`src/rtl/demux8_slots_if.sv`:
```
// Producer/consumer bundle for the 1-to-8 slot distributor.
// Handshake: a word moves when in_valid & in_ready at a rising edge; in_ready never looks at in_valid.
interface demux8_slots_if #(
  parameter int DATA_W  = 32,
  parameter int STALL_W = 16
);
  logic [DATA_W-1:0]   in_data;
  logic [2:0]          in_sel;
  logic                in_valid;
  logic                in_ready;
  logic [7:0]          slot_ack;
  logic [7:0]          slot_valid;
  logic [8*DATA_W-1:0] slot_data;
  logic [3:0]          occ_count;
  logic [STALL_W-1:0]  stall_cnt;

  modport master (
    output in_data, in_sel, in_valid, slot_ack,
    input  in_ready, slot_valid, slot_data, occ_count, stall_cnt
  );

  modport slave (
    input  in_data, in_sel, in_valid, slot_ack,
    output in_ready, slot_valid, slot_data, occ_count, stall_cnt
  );
endinterface

```
`src/rtl/demux8_slots.sv`:
```
// Registered 1-to-8 distributor: parks each accepted word in the slot named by in_sel
// until that slot's consumer acks it. Slots are independent per-slot valid bits, no FSM.
module demux8_slots #(
  parameter int DATA_W  = 32,
  parameter int STALL_W = 16
) (
  input  logic          clk,
  input  logic          rst,
  demux8_slots_if.slave bus
);
  logic [7:0]         valid_q;
  logic [7:0]         valid_d;
  logic [DATA_W-1:0]  data_q [8];
  logic [3:0]         occ_q;
  logic [3:0]         occ_d;
  logic [STALL_W-1:0] stall_q;
  logic               ready;
  logic               wr;
  logic               stall;

  // A slot being acked this cycle frees itself in time for a same-edge write.
  assign ready = !valid_q[bus.in_sel] | bus.slot_ack[bus.in_sel];
  assign wr    = bus.in_valid & ready;
  assign stall = bus.in_valid & !ready;

  always_comb begin
    valid_d = valid_q & ~bus.slot_ack;
    if (wr) valid_d[bus.in_sel] = 1'b1;
  end

  always_comb begin
    occ_d = 4'd0;
    for (int i = 0; i < 8; i++) occ_d = occ_d + {3'd0, valid_d[i]};
  end

  always_ff @(posedge clk) begin
    if (rst) begin
      valid_q <= 8'd0;
      occ_q   <= 4'd0;
      stall_q <= '0;
      for (int i = 0; i < 8; i++) data_q[i] <= '0;
    end else begin
      valid_q <= valid_d;
      occ_q   <= occ_d;
      if (wr) data_q[bus.in_sel] <= bus.in_data;
      if (stall && (stall_q != {STALL_W{1'b1}})) stall_q <= stall_q + 1'b1;
    end
  end

  assign bus.in_ready   = ready;
  assign bus.slot_valid = valid_q;
  assign bus.occ_count  = occ_q;
  assign bus.stall_cnt  = stall_q;

  for (genvar g = 0; g < 8; g++) begin : g_slot
    assign bus.slot_data[DATA_W*g +: DATA_W] = data_q[g];
  end
endmodule

```
`src/flat_wrapper.sv`:
```
// flat-port wrapper written by rule: the top's interface ports become plain ports
module demux8_slots_flat 
#(
  parameter int DATA_W  = 32,
  parameter int STALL_W = 16
)
  (clk, rst, bus_in_data, bus_in_sel, bus_in_valid, bus_slot_ack, bus_in_ready, bus_slot_valid, bus_slot_data, bus_occ_count, bus_stall_cnt);
  demux8_slots_if #(.DATA_W(DATA_W), .STALL_W(STALL_W)) bus_i ();
  input  logic clk;
  input  logic rst;
  input wire logic [$bits(bus_i.in_data)-1:0] bus_in_data;
  input wire logic [$bits(bus_i.in_sel)-1:0] bus_in_sel;
  input wire logic [$bits(bus_i.in_valid)-1:0] bus_in_valid;
  input wire logic [$bits(bus_i.slot_ack)-1:0] bus_slot_ack;
  output wire logic [$bits(bus_i.in_ready)-1:0] bus_in_ready;
  output wire logic [$bits(bus_i.slot_valid)-1:0] bus_slot_valid;
  output wire logic [$bits(bus_i.slot_data)-1:0] bus_slot_data;
  output wire logic [$bits(bus_i.occ_count)-1:0] bus_occ_count;
  output wire logic [$bits(bus_i.stall_cnt)-1:0] bus_stall_cnt;
  assign bus_i.in_data = bus_in_data;
  assign bus_i.in_sel = bus_in_sel;
  assign bus_i.in_valid = bus_in_valid;
  assign bus_i.slot_ack = bus_slot_ack;
  assign bus_in_ready = bus_i.in_ready;
  assign bus_slot_valid = bus_i.slot_valid;
  assign bus_slot_data = bus_i.slot_data;
  assign bus_occ_count = bus_i.occ_count;
  assign bus_stall_cnt = bus_i.stall_cnt;
  demux8_slots #(.DATA_W(DATA_W), .STALL_W(STALL_W)) u_core (.clk(clk), .rst(rst), .bus(bus_i));
endmodule
```
`config.mk`:
```
export PLATFORM = sky130hd
export DESIGN_NAME = demux8_slots_flat
export DESIGN_NICKNAME = d
export VERILOG_FILES = /design/src/rtl/demux8_slots_if.sv /design/src/rtl/demux8_slots.sv /design/src/flat_wrapper.sv
export SDC_FILE = /design/constraint.sdc
export NUM_CORES = 1
export LEC_CHECK = 0
export BUFFER_PORTS_ARGS = -buffer_cell sky130_fd_sc_hd__buf_2
export CORE_ASPECT_RATIO = 1.2
export CORE_UTILIZATION = 48
export CTS_BUF_LIST = sky130_fd_sc_hd__clkbuf_4 sky130_fd_sc_hd__clkbuf_8
export DETAILED_ROUTE_END_ITERATION = 7
export GPL_TIMING_DRIVEN = 0
export PLACE_DENSITY = 0.9
export SETUP_SLACK_MARGIN = 0.2
export SYNTH_ARGS = -nofsm -noshare
export SYNTH_HDL_FRONTEND = slang
export SYNTH_SLANG_ARGS = --single-unit
export TNS_END_PERCENT = 50
```
`constraint.sdc`:
```
create_clock -name clk -period 6.1 [get_ports clk]
set_input_delay 1.83 -clock clk [delete_from_list [all_inputs] [get_ports clk]]
set_output_delay 1.83 -clock clk [all_outputs]
set_load 0.005 [all_outputs]
```
== Word-level counts from Yosys, hierarchy flattened ==
Memory sizes are Yosys's and may differ from the RTL's.
Cells that the tools add are included.

* $add $sub $neg: 8
* $lt $le $gt $ge: 2
* Eq/ne operators: 1
* Multiplexer cells: 15
* Bitwise gates (word level): 6
* Reductions and logical operators: 5

{| class="wikitable"
|+ Operators with widths
! cell !! count
|-
| 2-to-1 mux 32 bit || 1
|-
| OR reduction 32 bit || 1
|-
| adder 4 x 1 -> 4 bit || 6
|-
| adder 16 x 1 -> 16 bit (second input constant) || 1
|-
| inequality test 16 bit (second input constant) || 1
|-
| 2-to-1 mux 1 bit || 9
|-
| AND 8 bit || 1
|-
| 2-to-1 mux 8 bit || 1
|-
| NOT 8 bit || 1
|-
| bitwise OR 8 bit || 1
|-
| binary-select mux 1 bit (select 3 bit) || 2
|-
| < comparator 3 x 4 -> 1 bit (second input constant) || 1
|-
| demux 1 bit (select 3 bit) || 1
|-
| greater-or-equal comparator 3 x 1 -> 1 bit (second input constant) || 1
|-
| 2-to-1 mux 3 bit || 1
|-
| adder 1 x 1 -> 2 bit || 1
|-
| AND 1 bit || 2
|-
| logical AND 1 bit || 2
|-
| zero test 1 bit || 2
|-
| bitwise OR 1 bit || 1
|}

* Flip-flop bits (word level): 28
* Memory bits (writable): 256
* Input bits: 46
* Output and inout bits: 285
* Word-level logic and storage cells: 41
* Memories: 1

{| class="wikitable"
|+ Memory list
! memory !! words !! bits a word !! rd ports !! clocked after Yosys merged registers in !! wr ports !! line !! source
|-
| u_core.data_q || 8 || 32 || 8 || 0 || 8 || demux8_slots.sv:13 || <nowiki>logic [DATA_W-1:0] data_q [8];</nowiki>
|}

== Depth between registers and ports, before layout ==
* Word-level depth: 13
* Depth in mapped cells: 18

== Worst setup path before layout ==
Ideal clock, no wire load.

* Path kind: input -> register
* Start point: input bus_in_sel[0]
* End point: register u_core.occ_q[1] (netlist: u_core.bus.occ_count[1])
* Setup time: 0.067 ns
* Arrival time: 5.755 ns
* Data required time: 6.033 ns
* Setup slack: 0.279 ns
* Stages: 17
* Path through: buf_6 > mux4_2 > mux2_4 > and2_4 > buf_12 > buf_8 > o32a_1 > inv_1 > ha_1 > fa_1 > inv_1 > fa_1 > inv_1 > fa_1 > inv_1 > fa_1 > nor2_1

* Cells in the longest elaborated chain, start to end: 13
* Elaborated cells between the ends (all ways): 21

{| class="wikitable"
|+ RTL lines
! item !! line !! source
|-
| start, declared || flat_wrapper.sv:12 || <nowiki>input wire logic [$bits(bus_i.in_sel)-1:0] bus_in_sel;</nowiki>
|-
| < comparator 3 x 4 -> 1 bit (not written as such) (tied with other cells) || demux8_slots.sv:28 || <nowiki>if (wr) valid_d[bus.in_sel] = 1'b1;</nowiki>
|-
| logical AND 1 bit (not written as such) or 2-to-1 mux 1 bit (tied branches) || demux8_slots.sv:28, demux8_slots.sv:22 ||
|-
| 2-to-1 mux 1 bit (not written as such) or zero test 1 bit (tied branches) || demux8_slots.sv:28, demux8_slots.sv:22 ||
|-
| demux 1 bit (select 3 bit) or bitwise OR 1 bit (tied branches) || n/a ||
|-
| bitwise OR 8 bit (no source line) or AND 1 bit (tied branches) || n/a ||
|-
| 2-to-1 mux 8 bit * || demux8_slots.sv:28 ||
|-
| net u_core.valid_d[0] || demux8_slots.sv:12 || <nowiki>logic [7:0] valid_d;</nowiki>
|-
| adder 1 x 1 -> 2 bit * || demux8_slots.sv:33 || <nowiki>for (int i = 0; i < 8; i++) occ_d = occ_d + {3'd0, valid_d[i]};</nowiki>
|-
| adder 4 x 1 -> 4 bit * (6 in a row) || demux8_slots.sv:33 ||
|-
| end signal, assigned || demux8_slots.sv:39 || <nowiki>occ_q <= 4'd0;</nowiki>
|-
| end signal, assigned || demux8_slots.sv:44 || <nowiki>occ_q <= occ_d;</nowiki>
|-
| end, declared || demux8_slots.sv:14 || <nowiki>logic [3:0] occ_q;</nowiki>
|}

Mark *: on every way through the listed nets, which the timed path passes. The rest lies on a longest branch. The select of a mux whose other input is x is not followed.
A chain may end at the register's enable or synchronous reset.

== Worst setup path in the final report ==
Same ends and word-level chain as after synthesis.

==> impl_metrics.csv <==
group,metric,value,unit
finish,area_growth,27.5,%
power,combPwrFrac,0.072,
floorplan,die_h,170,um
logic_synthesis,ys.flop_type,"edfxtp_1",
detailed_routing,dr_wl_met2,15.9,mm
clocking,clock_latency,0.58,ns
finish,final_cell_mix,"buf_2, and2_1, edfxtp_1",
clocking,clockBufferDepth,3,
power,p_leak,6.23,nW
setup_path,worst_path_dominant_cell_family,"adder cells",
detailed_routing,dr_wl_met3,2.42,mm
hold_path,hold_depth,2,
clocking,clk_pin_slew,0.06,ns
clocking,post-cts-setup-buffers,0,
finish,final_common_cell,"buf_2",
sta,setup_tns,0,ns
setup_path,crit_path_end_kind,"flop",
logic_synthesis,synth-seq-area-share,0.730,
power,netSwitchingPower,0.921,mW
detailed_routing,drt_iter0_drc,484,
global_routing,groute.usage.overall,0.252,
global_routing,overflow,0,
place,numPortBuffers,327,
clocking,hold_buffers,0,
logic_synthesis,synth_edf_count,256,
global_routing,antenna_found_initial,1,
sta,setup_viol,0,
power,power_frac_seq,0.556,
detailed_routing,avgViaCountPerCell,5.17,
power,internal-power,3.08,mW
floorplan,io-pin-count,331,
sta,report.final.slew_viol_count,0,
sta,tightest_slew,0.734,ns
setup_path,r2r_setup_slack,1.65,ns
clocking,htreeDepth,2,
clocking,numCtsBuffers,43,
run_status,run_status,"complete, no violations",
floorplan,row_count,61,
detailed_routing,drc,0,
sta,min_period,5.58,ns
setup_path,crit_path_max_incr_delay,0.56,ns
logic_synthesis,synth_top_area_cell,"edfxtp_1",
logic_synthesis,synth_nets,793,
power,power_frac_clock,0.371,
detailed_routing,final_antenna_net_count,0,
sta,finalHoldViolCount,0,
setup_path,worst_ep_required_time,6.59,ns
detailed_routing,drt-met1-wl,11.1,mm
setup_path,crit_chain,"buf_6 -> mux4_1 -> mux2i_1 -> and2_4 -> buf_12 -> buf_8 -> o32a_1 -> inv_1 -> ha_1 -> fa_1 -> inv_1 -> fa_1 -> inv_1 -> fa_1 -> inv_1 -> fa_1 -> nor2_1",
clocking,clock_sinks,284,
logic_synthesis,syn_area,11300,sq um
logic_synthesis,synth-seq-cells,284,
sta,period_share,0.915,
logic_synthesis,netlist_top_cells_area,"edfxtp_1, and2_1, dfxtp_1",
detailed_routing,drt_wl_total,30.6,mm
setup_path,critical_path_class,"in -> reg",
detailed_routing,top_layer,"met4",
sta,hold_ws,0.513,ns
logic_synthesis,async_flop_share,0,
sta,fmax,179,MHz
global_routing,grt_pass1_vias,7639,
finish,nets,1173,
flow_run,cap_viol_max_count,0,
logic_synthesis,synth_cells,739,
clocking,cts_tree,"done",
sta,skew,0.0251,ns
hold_path,hold_path.class,"reg -> reg",
logic_synthesis,synth_top_area_frac,0.680,
global_routing,grt_max_degree,23,
setup_path,cp_max_fo,10,
setup_path,start_kind,"input pin",
finish,drive_gt1_frac,0.382,
detailed_routing,vias,7554,
power,ir_worst_vdd,152,uV
detailed_routing,drt-pass1-iter-count,5,
floorplan,dieArea,24200,sq um
setup_path,reg2reg_depth,16,
sta,rsz0062_at_grt,"no",
global_routing,grt_first_pass_wirelength,44.5,mm
place,dp_hpwl,21.4,mm
clocking,cts_root_buffer,"clkbuf_8",
sta,slew-limit-headroom,0.506,
setup_path,cp.arrival,6.07,ns
logic_synthesis,syn_area_per_cell,15.3,sq um
logic_synthesis,ys_warn_count,0,
power,switching_share,0.230,
power,power_density,278,nW/um^2
floorplan,coreArea,23100,sq um
floorplan,die_w,142,um
setup_path,crit_slowest_cell,"mux4_1",
setup_path,critical_path_buf_inv_count,7,
clocking,ctsResizeCount,0,
floorplan,initial_core_util,0.489,
setup_path,cp.depth,17,
logic_synthesis,ys_types,48,
detailed_routing,routedWlPerCell,21.0,um
place,gp_congestion,0.838,
-- path summary, 6_finish.rpt --
path	from	endpoint
hold reg to reg	u_core.bus.stall_cnt[9]$_SDFFE_PP0P_	u_core.bus.stall_cnt[9]$_SDFFE_PP0P_
setup reg to reg	u_core.bus.slot_valid[5]$_SDFF_PP0_	u_core.bus.occ_count[1]$_SDFF_PP0_
setup / recovery	bus_in_sel[0]	u_core.bus.occ_count[1]$_SDFF_PP0_
hold / removal	u_core.bus.stall_cnt[9]$_SDFFE_PP0P_	u_core.bus.stall_cnt[9]$_SDFFE_PP0P_
-- synthesized netlist by cell type, drive strengths merged (3+ instances only) --
master  number
and2       257
edfxtp     256
dfxtp       28
clkbuf      25
nor2        23
inv         22
buf         14
nor4        10
nand2        9
nand3        8
nand4        8
o21bai       8
o32a         8
a21oi        7
mux2         7
nor2b        7
nand2b       5
fa           4
ha           4
mux4         4
or4          4
o31ai        3
-- tightest hold or removal path, stage by stage (launching register included) --
cell and delay (ns):
dfxtp_1 0.34, o31ai_1 0.07, a21oi_1 0.05
-- layout make-up --
cell class,count,area [sq um]
tap,315,394
clock inverter,12,68.8
multi-input combinational,394,2840
fill,1669,8720
sequential,284,8250
antenna,1,2.50
timing repair buffer,335,1830
clock buffer,60,726
buffer,39,221
inverter,22,82.6
-- logic make-up (layout without fill, tap and decap cells) --
family	Yosys count	in the layout	synth area share
flip-flops	284	284	0.730
adder cells (fa/ha/maj)	8	8	0.0115
AND/OR/NAND/NOR	339	339	0.191
other	0	1	0
AO/OA/AOI/OAI	32	32	0.0218
XOR/XNOR	3	3	0.00233
buffers and inverters	61	468	0.0269
multiplexers	12	12	0.0168
-- through the flow --
step | area [sq um] | setup slack [ns] | instances | util | total power, mW
final | 14400 | 0.516 | 1462 | 0.623 | 4.00
after global routing | 14400 | 0.269 | 1461 | 0.623 | 4.13
after CTS | 14400 | 0.510 | 1461 | 0.623 | 4.02
after detailed placement | 13600 | -0.0682 | 1389 | 0.588 | 2.56
after global placement | 13300 | -0.754 | 1381 | 0.576 | 2.53
after floorplan | 11300 | 0.279 | 739 | - | 2.37
-- flip-flops by register name, indices dropped and copies added (netlist names) --
register and cells:
u_core.bus.stall_cnt 16, u_core.bus.slot_valid 8, u_core.data_q 256, u_core.bus.occ_count 4
-- per-layer routing --
metal,GRT usage,vias up
met1,0.290,3659
met3,0.0566,90
li1,-,3367
met5,0,-
met4,0.109,0
met2,0.449,438
-- power by group through the flow --
stage	Combinational [mW]	Clock (mW)	Sequential, mW
after detailed placement	0.291	0	2.27
after global placement	0.256	0	2.27
after global routing	0.311	1.59	2.23
final	0.290	1.49	2.23
after floorplan	0.0847	0	2.28
after CTS	0.292	1.50	2.23
Power figures use the tool's default switching activity.
